<file path="src/rtl/y86_pkg.sv">
// Shared Y86 definitions: icode constants and the PC sequencer state encoding.
package y86_pkg;

  localparam logic [3:0] I_HALT = 4'h0;
  localparam logic [3:0] I_JXX  = 4'h7;
  localparam logic [3:0] I_CALL = 4'h8;
  localparam logic [3:0] I_RET  = 4'h9;

  typedef enum logic [1:0] {
    RUN      = 2'd0,
    RET_WAIT = 2'd1,
    HALT     = 2'd2
  } seq_state_e;

endpackage

</file>
<file path="src/rtl/pc_seq_perf_ctr.sv">
// 32-bit saturating event counter with synchronous active-low clear.
// Only built when PC_SEQ_PERF_EN is defined.
`ifdef PC_SEQ_PERF_EN
module pc_seq_perf_ctr (
  input  logic        clk,
  input  logic        reset,
  input  logic        inc,
  output logic [31:0] cnt
);

  // Count one per edge with inc high, sticking at all-ones instead of wrapping.
  always_ff @(posedge clk) begin
    if (!reset) begin
      cnt <= '0;
    end else if (inc && (cnt != 32'hFFFF_FFFF)) begin
      cnt <= cnt + 32'd1;
    end
  end

endmodule
`endif

</file>
<file path="src/rtl/pc_sequencer.sv">
// Y86 program-counter sequencer: next-pc selection, ret/halt parking and
// mispredict recovery. Define PC_SEQ_PERF_EN to add mispredict/bubble counters.
module pc_sequencer
  import y86_pkg::*;
#(
  parameter int unsigned       ADDR_W   = 64,
  parameter logic [ADDR_W-1:0] RESET_PC = '0
) (
  input  logic              clk,
  input  logic              reset,
  input  logic [3:0]        f_icode,
  input  logic [ADDR_W-1:0] f_valC,
  input  logic [ADDR_W-1:0] f_valP,
  input  logic              stall,
  input  logic              e_mispredict,
  input  logic [ADDR_W-1:0] e_valA,
  input  logic              w_ret_valid,
  input  logic [ADDR_W-1:0] w_valM,
  output logic [ADDR_W-1:0] pc,
  output logic              fetch_valid,
  output logic              d_bubble,
  output logic              halted,
  output logic [1:0]        state
`ifdef PC_SEQ_PERF_EN
  ,
  output logic [31:0]       mispredict_cnt,
  output logic [31:0]       bubble_cnt
`endif
);

  logic [ADDR_W-1:0] pc_next;
  logic [1:0]        state_next;
  logic              bubble_next;

  // Next-state / next-pc selection; priority mispredict > ret return > stall > prediction.
  always_comb begin
    pc_next    = pc;
    state_next = state;
    if (e_mispredict) begin
      pc_next    = e_valA;
      state_next = RUN;
    end else begin
      case (state)
        RUN: begin
          if (!stall) begin
            case (f_icode)
              I_JXX, I_CALL: pc_next = f_valC;
              I_RET: begin
                pc_next    = f_valP;
                state_next = RET_WAIT;
              end
              I_HALT:  state_next = HALT;
              default: pc_next = f_valP;
            endcase
          end
        end
        RET_WAIT: begin
          if (w_ret_valid) begin
            pc_next    = w_valM;
            state_next = RUN;
          end
        end
        HALT:    state_next = HALT;
        default: state_next = RUN;
      endcase
    end
    // Decode gets a bubble after a squash and for every parked cycle.
    bubble_next = e_mispredict || (state_next != RUN);
  end

  // State, pc and bubble registers with synchronous active-low reset.
  always_ff @(posedge clk) begin
    if (!reset) begin
      pc       <= RESET_PC;
      state    <= RUN;
      d_bubble <= 1'b0;
    end else begin
      pc       <= pc_next;
      state    <= state_next;
      d_bubble <= bubble_next;
    end
  end

  assign fetch_valid = (state == RUN);
  assign halted      = (state == HALT);

`ifdef PC_SEQ_PERF_EN
  pc_seq_perf_ctr u_mispredict_ctr (
    .clk   (clk),
    .reset (reset),
    .inc   (e_mispredict),
    .cnt   (mispredict_cnt)
  );

  pc_seq_perf_ctr u_bubble_ctr (
    .clk   (clk),
    .reset (reset),
    .inc   (d_bubble),
    .cnt   (bubble_cnt)
  );
`endif

endmodule

</file>
<file path="config.mk">
export PLATFORM = sky130hd
export DESIGN_NAME = pc_sequencer
export DESIGN_NICKNAME = d
export VERILOG_FILES = /design/src/rtl/y86_pkg.sv /design/src/rtl/pc_seq_perf_ctr.sv /design/src/rtl/pc_sequencer.sv
export SDC_FILE = /design/constraint.sdc
export NUM_CORES = 1
export LEC_CHECK = 0
export ABC_AREA = 1
export BUFFER_PORTS_ARGS = -buffer_cell sky130_fd_sc_hd__buf_2
export CAP_MARGIN = 10
export CORE_MARGIN = 10
export CORE_UTILIZATION = 41
export CTS_CLUSTER_SIZE = 16
export DETAILED_ROUTE_END_ITERATION = 12
export HOLD_SLACK_MARGIN = 0.08
export PLACE_DENSITY_LB_ADDON = 0.08
export RECOVER_POWER = 100
export SETUP_SLACK_MARGIN = 0.4
export SKIP_LAST_GASP = 1
export SYNTH_ARGS = -nofsm -noshare
export SYNTH_HDL_FRONTEND = slang
export SYNTH_SLANG_ARGS = --single-unit
export TNS_END_PERCENT = 50
</file>
<file path="constraint.sdc">
create_clock -name clk -period 1.2 [get_ports clk]
set_input_delay 0.06 -clock clk [delete_from_list [all_inputs] [get_ports clk]]
set_output_delay 0.06 -clock clk [all_outputs]
set_load 0.005 [all_outputs]
</file>
==> flow_summary.ini, run 1 <==
[power_and_ir_drop]
power_density_nw_per_um2 = 839
p_clk_frac = 0.336
p_total_mw = 7.36
p_sw_frac = 0.330
p_leak_nw = 5.10
worst_ir_drop_vdd_mv = 0.651
switchingPower_mw = 2.43
share_seq_of_total_power = 0.345
comb_power_share = 0.319
intPower_mw = 4.93

[route]
first_pass_iters = 4
routed_wl_um = 25600
drtIter0Drc = 476
ant_nets = 0
post-route-drc-count = 0
vias = 7577
wl_per_cell_um = 16.1
vias_per_cell = 4.75

[worst_setup_path]
worst-path-buf-inv = 6
crit_fanout = 7
start_kind = register
required_ns = 1.42
crit_type = reg2reg
cpMaxStageDelayCell = dfxtp_2
end_kind = register
path_cells = inv_2 -> nand2_4 -> inv_4 -> buf_6 -> buf_12 -> buf_12 -> nand2_2 -> nand2_2 -> inv_2 -> nand2_1 -> nand2_1 -> a21oi_2
path_delay_family = buffers and inverters
cp.arrival_ns = 1.68
critPathMaxStageDelay_ns = 0.34

[clock_tree]
path_clk_slew_ns = 0.06
clock_latency_ns = 0.34
htreeDepth = 3
cts_sinks = 67
clock_path_buffers = 2
cts_made_buffers = 9
cts_tree = done
root_buffer = clkbuf_16

[finish]
drive_above_1_share = 0.359
nFillCells = 1466
final_area_um2 = 8780
syn2layout_area_growth_pct = 53.6
post_layout_nonfiller_instances = 1594
nets = 1671

[run]
drv_cap = 0

[logic_synthesis]
yosysMostFrequentCell = nand2_1
synth_cells = 1073
synth_mux_area_frac = 0
synth_fa_ha_area_frac = 0
synth_seq_cells = 67
netlist_top_cells_area = nand2_1 26%, dfxtp_1 23%, inv_1 13%
syn-mean-instance-area_um2 = 5.32
yosys_warnings = 0
synthesis.area_um2 = 5710
synth_cell_type_count = 19
async_flop_share = 0
synth-edff-count = 0
synth_top_cell_area_share = 0.261
synth_xor_area_frac = 0
synth_ff_type = dfxtp_1
synth_nets = 1338
synth_top_family_by_area = simple AND/OR/NAND/NOR gates
synth_compound_area_frac = 0.0915
yosysSeqAreaShare = 0.235
synth_simple_gate_area_frac = 0.469
synth_commonest_cells = 397 x nand2_1, 198 x inv_1, 133 x nor2_1
synth_area_leader_cell = nand2_1

[floorplan]
die_w_um = 138
start_util = 0.415
die_h_um = 138
dieArea_um2 = 19100
core_um2 = 13800
io_pins = 334
rows = 43

[placement]
dp.cells = 1547
dpl_cell_area_um2 = 7640
post-place-ws_ns = -0.195
io_buffers = 333
place_congestion = 0.889
place_hpwl_um = 17500

[worst_hold_path]
worstHoldPathType = in2reg

[timing]
maxSlewHeadroom = 0.803
min_period_ns = 1.45
min_period_over_period = 1.21
setup_ws_ns = -0.254
maxSlewViolCount = 0
holdWs_ns = 0.0968
fin_skew_ns = 0.00591
hold_viol = 0
fmax_mhz = 688
rsz0062_at_grt = true
setup_viol_count_final = 65
worst_pin_slew_ns = 0.296

[grt]
first_global_vias = 7032
grt_max_degree = 48
grt_usage = 0.236
grt_antenna_before_repair = 3
grt.overflow.total = 0
grt_pass1_wl_um = 37500

[status]
violations = setup timing
status = complete, but fails checks
[registers in the layout, indices dropped and copies added (netlist names)]
register  cells
d_bubble      1
state         2
pc           64
[cells by family (layout without fill, tap and decap cells)]
| kind of cell | Yosys count | after routing |
|---|---|---|
| AO/OA/AOI/OAI | 67 | 67 |
| buffers and inverters | 272 | 610 |
| flip-flops | 67 | 67 |
| other | 0 | 3 |
| AND/OR/NAND/NOR | 667 | 667 |
[per-layer routing]
metal / global-route usage / wire, um / vias up
li1: - / - / 3839
met1: 0.274 / 10000 / 3375
met2: 0.416 / 12800 / 332
met3: 0.0692 / 2220 / 31
met4: 0.0527 / 501 / 0
met5: 0 / 0 / -
[path summary, 6_finish.rpt]
kind / from / end / slack [ns] / cells past startpoint
hold reg to reg: pc[59] / pc[59] / 0.46 / 2
hold / removal: e_valA[23] / pc[23] / 0.1 / 5
setup / recovery: state[1] / pc[13] / -0.25 / 12
setup reg to reg: state[1] / pc[13] / -0.25 / 12
[cells in the final DEF (no fill, tap or decap), types with 10 or more instances in the layout]
| cell type | n |
|---|---|
| clkbuf_1 | 59 |
| nand3_1 | 130 |
| buf_4 | 10 |
| buf_12 | 20 |
| nor2_1 | 95 |
| clkbuf_16 | 16 |
| inv_1 | 197 |
| nand2_1 | 346 |
| dfxtp_1 | 65 |
| buf_2 | 274 |
| nor2_2 | 32 |
| a21oi_2 | 57 |
| nand2_2 | 43 |
[metrics by stage]
stage,setup TNS [ns],util
CTS,-9.37,0.602
global route,-16.45,0.637
global placement,-6.96,0.555
floorplan,-1.40,-
detailed placement,-9.10,0.555
finish,-10.92,0.637
[tightest hold or removal path, cell delays in order]
cell,delay (ns)
buf_2,0.09
nor2_1,0.09
nor2_1,0.05
nand2_1,0.06
a21oi_2,0.04
[cell type report]
| type | count | area, um^2 | share of cell area |
|---|---|---|---|
| Timing Repair Buffer | 390 | 2610 | 0.297 |
| Inverter | 204 | 772 | 0.0880 |
| Clock buffer | 9 | 225 | 0.0257 |
| Antenna cell | 3 | 7.51 | 0.000855 |
| Clock inverter | 7 | 45.0 | 0.00513 |
| Sequential cell | 67 | 1340 | 0.153 |
| Tap cell | 180 | 225 | 0.0257 |
| Multi-Input combinational cell | 734 | 3550 | 0.405 |
[power groups by stage]
stage | combinational (mW) | sequential [mW] | clock [mW]
after floorplan | 1.11 | 2.57 | 0
after global placement | 2.00 | 2.56 | 0
after detailed placement | 2.02 | 2.56 | 0
after CTS | 2.18 | 2.52 | 2.49
after global routing | 2.62 | 2.56 | 2.59
final | 2.35 | 2.54 | 2.47
[repair_timing]
action / CTS / global route
hold buffers: 1 / 0
buffers inserted: 9 / 2
setup endpoints to repair: 136 / 136
pin swaps: 11 / 35
gates cloned: 7 / 9
endpoints found under the hold margin: 3 / 0
resized for setup: 35 / 102
Note: power is estimated with default switching activity, not from simulation.
==> inputs of run 2 (changes only) <==
==> constraint.sdc (replaced) <==
create_clock -name clk -period 1.2 [get_ports clk]
set_input_delay 0.06 -clock clk [delete_from_list [all_inputs] [get_ports clk]]
set_output_delay 0.06 -clock clk [all_outputs]
set_load 0.05 [all_outputs]
==> run 2 against run 1 <==
Effect of this change:
- the flow still finishes with violations (setup timing)
- hold slack improved by 0.016 ns
- cell count increased by 1.2%
- clock skew down 0.0010 ns
- wire length up 1.4%
- fmax is 1.5% higher
- utilization up 2.8 points
- clock power fell by 4%
- non-clock buffer count is 19 higher
==> flow_summary.ini, run 2 (synthesis results as in run 1) <==
[route]
vias = 7666
drtIter0Drc = 459
dr_wl_met3_um = 2240
ant_nets = 0
wl_met1_um = 10300
routed_wl_um = 26000
first_pass_iters = 5
wl_per_cell_um = 16.1
highest_layer = met5
post-route-drc-count = 0
wl_met2_um = 12900
vias_per_cell = 4.75

[clock_tree]
cts_sinks = 67
clock_path_buffers = 2
cts_tree = done
root_buffer = clkbuf_16
path_clk_slew_ns = 0.06
clock_latency_ns = 0.33
cts_made_buffers = 9
htreeDepth = 3

[placement]
place_hpwl_um = 18000
place_congestion = 0.883
dpl_cell_area_um2 = 7790
post-place-ws_ns = -0.221
io_buffers = 333

[grt]
grt_max_degree = 46
grt_antenna_before_repair = 4
grt.overflow.total = 0
grt_pass1_wl_um = 37900
grt_usage = 0.238
first_global_vias = 7208

[timing]
min_period_over_period = 1.19
worst_pin_slew_ns = 0.327
maxSlewViolCount = 0
fin_skew_ns = 0.00488
maxSlewHeadroom = 0.783
fmax_mhz = 698
min_period_ns = 1.43
setup_ws_ns = -0.233
holdWs_ns = 0.113
rsz0062_at_grt = true
setup_viol_count_final = 68
hold_viol = 0

[power_and_ir_drop]
intPower_mw = 5.02
comb_power_share = 0.388
p_total_mw = 8.01
worst_ir_drop_vdd_mv = 0.695
p_sw_frac = 0.373
p_clk_frac = 0.296
power_density_nw_per_um2 = 875
p_leak_nw = 5.41
switchingPower_mw = 2.99
share_seq_of_total_power = 0.316

[worst_hold_path]
worstHoldPathType = in2reg

[worst_setup_path]
crit_type = reg2reg
crit_end = pc[51]
r2r-start = state[1]
end_kind = register
worstRegToRegCells = 11
cp.arrival_ns = 1.70
start_kind = register
r2r_slack_ns = -0.23
crit_start = state[1]
reg2reg_to = pc[51]
required_ns = 1.47
crit_fanout = 8

[floorplan]
die_h_um = 138
start_util = 0.415
rows = 43
dieArea_um2 = 19100
core_um2 = 13800
die_w_um = 138
io_pins = 334

[finish]
largest_register = pc
reg_top3 = pc: 64 flops, state: 2 flops, d_bubble: 1 flops
nFillCells = 1358
largest_reg_flops = 64
drive_above_1_share = 0.406
mostFrequentLayoutCell = nand2_1
nets = 1690
layout_common_cells = 358 x nand2_1, 264 x buf_2, 198 x inv_1
final_util = 0.665
syn2layout_area_growth_pct = 60.3
final_area_um2 = 9160

[status]
violations = setup timing
status = complete, but fails checks

[run]
drv_cap = 0
run 2: cell count changes in the layout (fill, tap and decap cells not counted), moves of 11 or more:
cell | before | now
clkbuf_2 | 0 | 65
clkbuf_1 | 59 | 4
nand2_1 | 346 | 358
nor2_1 | 95 | 83
nor2_4 | 9 | 20
run 2: repair_timing:
item / CTS / global route
resized for setup: 49 / 126
pin swaps: 7 / 64
hold buffers: 1 / 0
setup buffers: 11 / 3
endpoints found under the hold margin: 3 / 0
gates cloned: 7 / 11
endpoints found under the setup margin: 136 / 136
run 2: metrics by stage:
| step | setup TNS [ns] | instances |
|---|---|---|
| after floorplan | -10.81 | 1073 |
| final | -12.31 | 1613 |
| after global routing | -17.97 | 1613 |
| after global placement | -7.17 | 1561 |
| after detailed placement | -9.18 | 1561 |
| after CTS | -10.90 | 1596 |
run 2: layout make-up:
cell class / count / area, um^2 / share of cell area
inverter: 204 / 777 / 0.0849
tap: 180 / 225 / 0.0246
clock buffer: 13 / 240 / 0.0262
timing repair buffer: 409 / 2930 / 0.320
multi-input combinational: 734 / 3610 / 0.394
antenna: 3 / 7.51 / 0.000820
sequential: 67 / 1350 / 0.147
clock inverter: 3 / 15.0 / 0.00164
run 2: worst min-delay path by stage:
stage               end  cells after the start  slack, ns        from
3_5_place_dp   state[1]                      3       0.33       reset
5_1_grt          pc[51]                      5       0.13  e_valA[51]
6_report         pc[22]                      5       0.11  e_valA[22]
4_1_cts          pc[38]                      5        0.1  e_valA[38]
2_1_floorplan  d_bubble                      2       0.17       reset
3_3_place_gp   state[1]                      3       0.33       reset
run 2: power groups by stage:
stage	clock network (mW)	registers [mW]	logic, mW
floorplan	0	3.19	1.12
global placement	0	2.55	2.70
detailed placement	0	2.55	2.72
CTS	2.41	2.51	2.86
global route	2.50	2.55	3.38
finish	2.37	2.53	3.11
run 2: worst max-delay path: stages (launching register included):
cell       delay, ns
dfxtp_4         0.36
inv_4           0.06
nand2_4         0.06
inv_6           0.08
nor2_4          0.04
nand2_4         0.09
nand2_8         0.09
buf_12          0.17
clkbuf_16       0.16
nor2_1          0.09
nand2_1         0.07
a21oi_2         0.10
run 2: layer usage:
layer | track usage | vias up
met3 | 0.0712 | 38
met1 | 0.275 | 3448
li1 | - | 3880
met2 | 0.412 | 298
met4 | 0.0760 | 2
met5 | 0 | -
